[config.mk]
export PLATFORM = sky130hd
export DESIGN_NAME = instr_fetch_seq
export DESIGN_NICKNAME = d
export VERILOG_FILES = /design/src/rtl/cpu_pkg.sv /design/src/rtl/pc_next_unit.sv /design/src/rtl/instr_fetch_seq.sv
export SDC_FILE = /design/constraint.sdc
export NUM_CORES = 1
export LEC_CHECK = 0
export CELL_PAD_IN_SITES_DETAIL_PLACEMENT = 1
export CELL_PAD_IN_SITES_GLOBAL_PLACEMENT = 2
export CORE_MARGIN = 8
export CORE_UTILIZATION = 30
export CTS_BUF_LIST = sky130_fd_sc_hd__clkbuf_2
export DETAILED_ROUTE_END_ITERATION = 10
export MAX_ROUTING_LAYER = met4
export PLACE_DENSITY_LB_ADDON = 0.12
export SLEW_MARGIN = 40
export SYNTH_ARGS = -nofsm -noshare
export SYNTH_HDL_FRONTEND = slang
export SYNTH_SLANG_ARGS = --single-unit
export TNS_END_PERCENT = 1
[constraint.sdc]
create_clock -name clk_i -period 2.88 [get_ports clk_i]
set_clock_uncertainty 0.15 [all_clocks]
set_input_delay 0.432 -clock clk_i [delete_from_list [all_inputs] [get_ports clk_i]]
set_output_delay 0.432 -clock clk_i [all_outputs]
set_load 0.1 [all_outputs]
[src/rtl/cpu_pkg.sv]
// Shared definitions for the 8-bit CPU: opcode values, instruction field
// positions and the fetch sequencer state encoding.
package cpu_pkg;

    localparam int INSTR_W     = 8;
    localparam int OPCODE_W    = 3;
    localparam int OPERAND_W   = 5;
    localparam int OPCODE_MSB  = 7;
    localparam int OPCODE_LSB  = 5;
    localparam int OPERAND_MSB = 4;
    localparam int OPERAND_LSB = 0;

    localparam logic [OPCODE_W-1:0] OP_HLT    = 3'b000;
    localparam logic [OPCODE_W-1:0] OP_SKZ    = 3'b001;
    localparam logic [OPCODE_W-1:0] OP_ALU_LO = 3'b010;
    localparam logic [OPCODE_W-1:0] OP_ALU_HI = 3'b101;
    localparam logic [OPCODE_W-1:0] OP_STO    = 3'b110;
    localparam logic [OPCODE_W-1:0] OP_JMP    = 3'b111;

    typedef enum logic [2:0] {
        ST_IDLE  = 3'd0,
        ST_FETCH = 3'd1,
        ST_ISSUE = 3'd2,
        ST_EXEC  = 3'd3,
        ST_HALT  = 3'd4,
        ST_PAUSE = 3'd5
    } fetch_state_t;

    function automatic logic is_alu_op(input logic [OPCODE_W-1:0] op);
        return (op >= OP_ALU_LO) && (op <= OP_ALU_HI);
    endfunction

endpackage

[src/rtl/pc_next_unit.sv]
// Next program counter selection: sequential, skip-if-zero or jump target.
// All arithmetic wraps modulo 2^ADDR_W.
module pc_next_unit
    import cpu_pkg::*;
#(
    parameter int ADDR_W = 5
) (
    input  logic [ADDR_W-1:0]    pc_i,
    input  logic [OPCODE_W-1:0]  opcode_i,
    input  logic [OPERAND_W-1:0] operand_i,
    input  logic                 zero_i,
    output logic [ADDR_W-1:0]    pc_next_o
);

    always_comb begin
        pc_next_o = pc_i + ADDR_W'(1);
        if (opcode_i == OP_JMP) begin
            pc_next_o = ADDR_W'(operand_i);
        end else if ((opcode_i == OP_SKZ) && zero_i) begin
            pc_next_o = pc_i + ADDR_W'(2);
        end
    end

endmodule

[src/rtl/instr_fetch_seq.sv]
// Instruction fetch/issue sequencer: fetches, issues opcodes with an enable
// pulse and maintains the PC. Define SINGLE_STEP_EN to add step_i and PAUSE.
module instr_fetch_seq
    import cpu_pkg::*;
#(
    parameter int               ADDR_W   = 5,
    parameter logic [ADDR_W-1:0] RESET_PC = '0
) (
    input  logic                 clk_i,
    input  logic                 rst_i,
    input  logic                 run_i,
    input  logic                 zero_i,
`ifdef SINGLE_STEP_EN
    input  logic                 step_i,
`endif
    input  logic                 instr_valid_i,
    input  logic [INSTR_W-1:0]   instr_data_i,
    output logic                 instr_req_o,
    output logic [ADDR_W-1:0]    instr_addr_o,
    output logic [OPCODE_W-1:0]  opcode_o,
    output logic [OPERAND_W-1:0] operand_o,
    output logic                 en_o,
    output logic [ADDR_W-1:0]    pc_o,
    output logic                 halted_o
);

    fetch_state_t        state_q;
    logic [ADDR_W-1:0]   pc_q;
    logic [ADDR_W-1:0]   pc_d;
    logic [INSTR_W-1:0]  ir_q;
    logic                zero_q;
    logic                req_q;
    logic                en_q;
    logic                halted_q;

    pc_next_unit #(
        .ADDR_W(ADDR_W)
    ) u_pc_next (
        .pc_i      (pc_q),
        .opcode_i  (ir_q[OPCODE_MSB:OPCODE_LSB]),
        .operand_i (ir_q[OPERAND_MSB:OPERAND_LSB]),
        .zero_i    (zero_q),
        .pc_next_o (pc_d)
    );

    // Output flags are registered alongside the state they belong to, so the
    // async reset clears them in the same instant as the state.
    always_ff @(posedge clk_i or posedge rst_i) begin
        if (rst_i) begin
            state_q  <= ST_IDLE;
            pc_q     <= RESET_PC;
            ir_q     <= '0;
            zero_q   <= 1'b0;
            req_q    <= 1'b0;
            en_q     <= 1'b0;
            halted_q <= 1'b0;
        end else begin
            en_q <= 1'b0;
            case (state_q)
                ST_IDLE: begin
                    pc_q <= RESET_PC;
                    if (run_i) begin
                        state_q <= ST_FETCH;
                        req_q   <= 1'b1;
                    end
                end
                ST_FETCH: begin
                    if (instr_valid_i) begin
                        ir_q    <= instr_data_i;
                        state_q <= ST_ISSUE;
                        req_q   <= 1'b0;
                        en_q    <= 1'b1;
                    end
                end
                ST_ISSUE: begin
                    zero_q  <= zero_i;
                    state_q <= ST_EXEC;
                end
                ST_EXEC: begin
                    pc_q <= pc_d;
                    if (ir_q[OPCODE_MSB:OPCODE_LSB] == OP_HLT) begin
                        state_q  <= ST_HALT;
                        halted_q <= 1'b1;
                    end else if (!run_i) begin
                        state_q <= ST_IDLE;
                        pc_q    <= RESET_PC;
                    end else begin
`ifdef SINGLE_STEP_EN
                        state_q <= ST_PAUSE;
`else
                        state_q <= ST_FETCH;
                        req_q   <= 1'b1;
`endif
                    end
                end
                ST_HALT: begin
                    if (!run_i) begin
                        state_q  <= ST_IDLE;
                        halted_q <= 1'b0;
                        pc_q     <= RESET_PC;
                    end
                end
`ifdef SINGLE_STEP_EN
                ST_PAUSE: begin
                    if (!run_i) begin
                        state_q <= ST_IDLE;
                        pc_q    <= RESET_PC;
                    end else if (step_i) begin
                        state_q <= ST_FETCH;
                        req_q   <= 1'b1;
                    end
                end
`endif
                default: begin
                    state_q  <= ST_IDLE;
                    req_q    <= 1'b0;
                    halted_q <= 1'b0;
                end
            endcase
        end
    end

    assign instr_req_o  = req_q;
    assign instr_addr_o = pc_q;
    assign opcode_o     = ir_q[OPCODE_MSB:OPCODE_LSB];
    assign operand_o    = ir_q[OPERAND_MSB:OPERAND_LSB];
    assign en_o         = en_q;
    assign pc_o         = pc_q;
    assign halted_o     = halted_q;

endmodule

==> flow_summary.ini, run 1 <==
[detailed_routing]
postRouteAntennaNets = 0
wl_per_cell_um = 15.5
vias = 906
dr.pass1.iters = 4
drt-total-wl_um = 2810
drt_drc_violations_left = 0
drtIter0Drc = 39
avgViaCountPerCell = 5.01

[finish]
final_cell_mix = 23 x buf_4, 20 x dfrtp_1, 12 x clkdlybuf4s50_1
diodes = 0
final_nets = 149
final_common_cell = buf_4
multi_input_area_sq_um = 514
drive_gt1_frac = 0.301
layout.area.seq_sq_um = 500
num-fill-cells = 421
syn2layout_area_growth_pct = 31.0
final_cells = 181

[critical_path]
worstSetupStartpointType = flop
cp_top_family = flip-flops
r2r_slack_ps = 1080
path_cells = nor4bb_1 -> buf_4 -> mux2i_1 -> a211oi_2 -> o22a_1
max_stage_delay_ps = 480
crit_type = reg2reg
ff2ff_path_depth = 5
worstSetupPathDepth = 5
cp_num_buf_inv = 1
cp.arrival_ps = 1880
reg2reg_to = instr_addr_o[2]$_DFFE_PP0P_
r2r-start = ir_q[6]$_DFFE_PP0P_
worst_ep_required_time_ps = 2960
path_max_fanout = 8
crit_slowest_cell = dfrtp_1
setup.worst_path.end_class = flop

[clocking]
cts.clk_slew.worst_paths_ps = 200
htreeDepth = 1
postCtsSetupRepairBufs = 0
ctsResizeCount = 0
postCtsHoldBufs = 0
cts-root-buf = clkbuf_2
numCtsBuffers = 3
clockBufferDepth = 2
clock_latency_ps = 320
clock-sinks = 20
cts_tree = yes

[synth]
synth_cell_type_count = 38
synth_top_flop_cell = dfrtp_1
syn_area_per_cell_sq_um = 10.4
syn_nets = 120
ys_async_sr_fraction = 1.00
yosysSeqAreaShare = 0.460
ys.warnings.count = 0
synth_seq_cells = 20
synth_area_sq_mm = 0.00109
synth_cells = 105
synth-edff-count = 0

[timing]
fin_crit_sh = 0.624
holdWs_ps = 239
worstMarginPinSlew_ps = 433
final.setup.worst_slack_ps = 1080
max-slew-margin-rel = 0.711
finalMaxSlewViolations = 0
grt_setup_unrepaired = no
setup_violations = 0
hold_viol = 0
period_minus_slack_ps = 1800
setup_tns_ps = 0
fmax_mhz = 556

[placed_design]
dp_slack_ps = 759
gp_congestion = 0.730
io_buffers = 33
dp_cells = 177
hpwl_um = 2170

[global_route]
grt_first_pass_wirelength_um = 4670
grt_pass1_vias = 941
antenna_found_initial = 0
grt_start_max_net_pins = 21
grt_util_all_layers = 0.0981
grt-ovfl-total = 0

[die]
pin_count = 34
die_h_um = 76.2
std_cell_rows = 22
initial_utilization = 0.304
die_area_sq_mm = 0.00581
core-area_sq_mm = 0.00358
die_w_um = 76.2

[status]
status = completed

[run]
maxCapViolCount = 0

[worst_hold_path]
hp-class = in2async
## state kept, by name, summed over array words and instances (netlist names)
name,flops
en_o,1
state_q,3
instr_req_o,1
halted_o,1
zero_q,1
instr_addr_o,5
ir_q,8
## final cells by class
type	instances	share of cell area
well taps	48	0.0422
multi-input cells	71	0.361
repair buffers	35	0.206
clock buffers	3	0.0105
inverters	3	0.00791
flip-flops and latches	20	0.351
clock inverters	1	0.0211
## logic make-up (layout without fill, tap and decap cells)
group / after synthesis / count (layout) / synth area share
AOI/OAI and AO/OA: 29 / 29 / 0.189
adders and majority gates: 2 / 2 / 0.0230
buffers and inverters: 14 / 42 / 0.0725
DFF: 20 / 20 / 0.460
muxes: 11 / 11 / 0.112
and+or+nand+nor: 29 / 29 / 0.144
## cell usage after synthesis (2+ instances only)
cell	number	share of area
a21o_1	2	0.014
a21oi_1	4	0.018
a22o_1	2	0.016
a31o_1	2	0.016
buf_2	3	0.014
buf_4	6	0.041
clkbuf_1	2	0.0069
dfrtp_1	20	0.46
ha_1	2	0.023
inv_1	3	0.010
mux2_2	9	0.093
mux2i_1	2	0.018
nand2_1	3	0.010
nand2b_1	2	0.012
nand3_1	3	0.014
nand3b_1	2	0.014
nor2_1	9	0.031
nor3_1	3	0.014
nor4bb_1	2	0.018
o21ai_0	4	0.018
o21ai_1	2	0.0092
o31ai_1	2	0.014
## worst reg2reg max path, stage by stage (launching register included)
cell and delay [ps]:
dfrtp_1 480, nor4bb_1 300, buf_4 220, mux2i_1 250, a211oi_2 110, o22a_1 200
## worst max-delay path by stage
stage	start	to
global placement	instr_valid_i	ir_q[6]$_DFFE_PP0P_
finish	ir_q[6]$_DFFE_PP0P_	instr_addr_o[2]$_DFFE_PP0P_
global route	ir_q[6]$_DFFE_PP0P_	instr_addr_o[4]$_DFFE_PP0P_
CTS	ir_q[6]$_DFFE_PP0P_	instr_addr_o[2]$_DFFE_PP0P_
floorplan	ir_q[5]$_DFFE_PP0P_	instr_addr_o[3]$_DFFE_PP0P_
detailed placement	instr_valid_i	ir_q[5]$_DFFE_PP0P_
## routing by layer
metal	up-vias	part of all wire	GRT usage
met4	0	0.0036	0.0231
met5	-	0	-
met3	2	0.054	0.0366
li1	435	-	-
met2	31	0.46	0.147
met1	438	0.48	0.122
## per-stage QoR
step	instance area [sq um]	util
2_1_floorplan	1090	-
3_3_place_gp	1380	0.385
3_5_place_dp	1380	0.385
4_1_cts	1420	0.398
5_1_grt	1420	0.398
6_report	1420	0.398
Power of run 1 is left out: the tool's default activity adds up to more than one toggle a clock period on the data nets, which glitch-free logic cannot reach.
==> run 2, diff against run 1 <==
--- a/config.mk
+++ b/config.mk
@@ -8,7 +8,7 @@
 export CELL_PAD_IN_SITES_DETAIL_PLACEMENT = 1
 export CELL_PAD_IN_SITES_GLOBAL_PLACEMENT = 2
 export CORE_MARGIN = 8
-export CORE_UTILIZATION = 30
+export CORE_UTILIZATION = 29
 export CTS_BUF_LIST = sky130_fd_sc_hd__clkbuf_2
 export DETAILED_ROUTE_END_ITERATION = 10
 export MAX_ROUTING_LAYER = met4
==> constraint.sdc (replaced) <==
create_clock -name clk_i -period 1.8 [get_ports clk_i]
set_clock_uncertainty 0.15 [all_clocks]
set_input_delay 0.27 -clock clk_i [delete_from_list [all_inputs] [get_ports clk_i]]
set_output_delay 0.27 -clock clk_i [all_outputs]
set_load 0.1 [all_outputs]
==> run 2 against run 1 <==
  * Utilization increased by 11 points
  * Register-to-register slack got worse by 1000 ps
  * Die area increased by 2.7%
  * Via count rose by 7.8%
  * Largest cell class is now non-clock buffers
==> flow_summary.ini, run 2 (same netlist as run 1, synthesis figures left out) <==
[critical_path]
cp.arrival_ps = 1840
crit_type = reg2reg
worst_ep_required_time_ps = 1890
ff2ff_path_depth = 6
worstSetupStartpointType = flop
setup.worst_path.end_class = flop
path_max_fanout = 6

[clocking]
numCtsBuffers = 3
cts-root-buf = clkbuf_2
postCtsHoldBufs = 0
clockBufferDepth = 2
htreeDepth = 1
cts.clk_slew.worst_paths_ps = 200
clock_latency_ps = 320
cts_tree = yes
clock-sinks = 20

[detailed_routing]
wl_per_cell_um = 15.8
drt_drc_violations_left = 0
vias = 977
postRouteAntennaNets = 0
dr.pass1.iters = 4
drtIter0Drc = 27
avgViaCountPerCell = 4.98
drt-total-wl_um = 3100

[finish]
final_nets = 164
largest-register = ir_q
syn2layout_area_growth_pct = 69.5
largest_reg_flops = 8
diodes = 0
final_cell_mix = 21 x buf_12, 16 x buf_4, 14 x dfrtp_1
final_common_cell = buf_12
drive_gt1_frac = 0.439

[global_route]
grt_first_pass_wirelength_um = 5270
grt_start_max_net_pins = 21
grt-ovfl-total = 0
antenna_found_initial = 0
grt_util_all_layers = 0.110
grt_pass1_vias = 1067

[placed_design]
dp_slack_ps = -226
gp_congestion = 0.759
io_buffers = 33
hpwl_um = 2460

[die]
die_w_um = 77.2
core-area_sq_mm = 0.00363
std_cell_rows = 22
die_h_um = 77.2
initial_utilization = 0.299
pin_count = 34
die_area_sq_mm = 0.00596

[timing]
grt_setup_unrepaired = yes
finalMaxSlewViolations = 0
max-slew-margin-rel = 0.748
fin_crit_sh = 0.973
worstMarginPinSlew_ps = 372
period_minus_slack_ps = 1750
final.setup.worst_slack_ps = 48.1
setup_violations = 0
fmax_mhz = 571
hold_viol = 0

[status]
status = completed

[worst_hold_path]
hp-class = in2async

[run]
maxCapViolCount = 0
==> run 2: changes by cell type in the layout (fill, tap and decap cells not counted), sizes merged <==
cell | previous run | this run
clkinv | 0 | 1
buf | 23 | 38
bufinv | 1 | 0
==> run 2: final timing paths <==
check                      slack, ps                 from                          end
max                               50  ir_q[6]$_DFFE_PP0P_  instr_addr_o[1]$_DFFE_PP0P_
min reg2reg                      390   zero_q$_DFFE_PP0P_           zero_q$_DFFE_PP0P_
max reg2reg                       50  ir_q[6]$_DFFE_PP0P_  instr_addr_o[1]$_DFFE_PP0P_
max in group asynchronous       1160                rst_i          ir_q[6]$_DFFE_PP0P_
min in group clk_i               390      instr_data_i[3]          ir_q[3]$_DFFE_PP0P_
min                               90                rst_i          ir_q[7]$_DFFE_PP0P_
==> run 2: repair_timing <==
action	in CTS	in global routing
setup endpoints to repair	1	5
pin swaps	0	3
gates resized for setup	2	8
setup buffers	1	1
==> run 2: layout make-up <==
cell class                 instances  area [sq um]
sequential                        20           515
timing repair buffer              50           672
clock buffer                       3          15.0
fill                             409          1790
multi-input combinational         71           566
inverter                           3          11.3
clock inverter                     1          3.75
tap                               48          60.1
==> run 2: critical path, stage by stage, from the launching register on <==
cell	delay, ps
dfrtp_4	550
nor4bb_4	310
buf_6	190
buf_4	120
and2_1	110
o31ai_1	70
a22o_1	180
==> run 2: through the flow <==
stage	hold slack, ps	instance area [sq um]	setup TNS (ps)	utilization	std cells
2_1_floorplan	83.7	1100	-30.8	-	105
3_3_place_gp	345	1750	-1150	0.483	190
3_5_place_dp	358	1750	-1730	0.483	190
4_1_cts	82.5	1790	0	0.493	195
5_1_grt	104	1840	-118	0.507	196
6_report	88.8	1840	0	0.507	196
==> run 2: per-layer routing <==
metal,GRT usage,wire [um],share of wire,vias up
met5,-,0,0,-
met4,0.0340,35,0.011,0
met3,0.0268,125,0.040,4
met2,0.184,1660,0.53,22
met1,0.127,1280,0.41,487
li1,-,-,-,464
Power of run 2 is left out for the same reason.
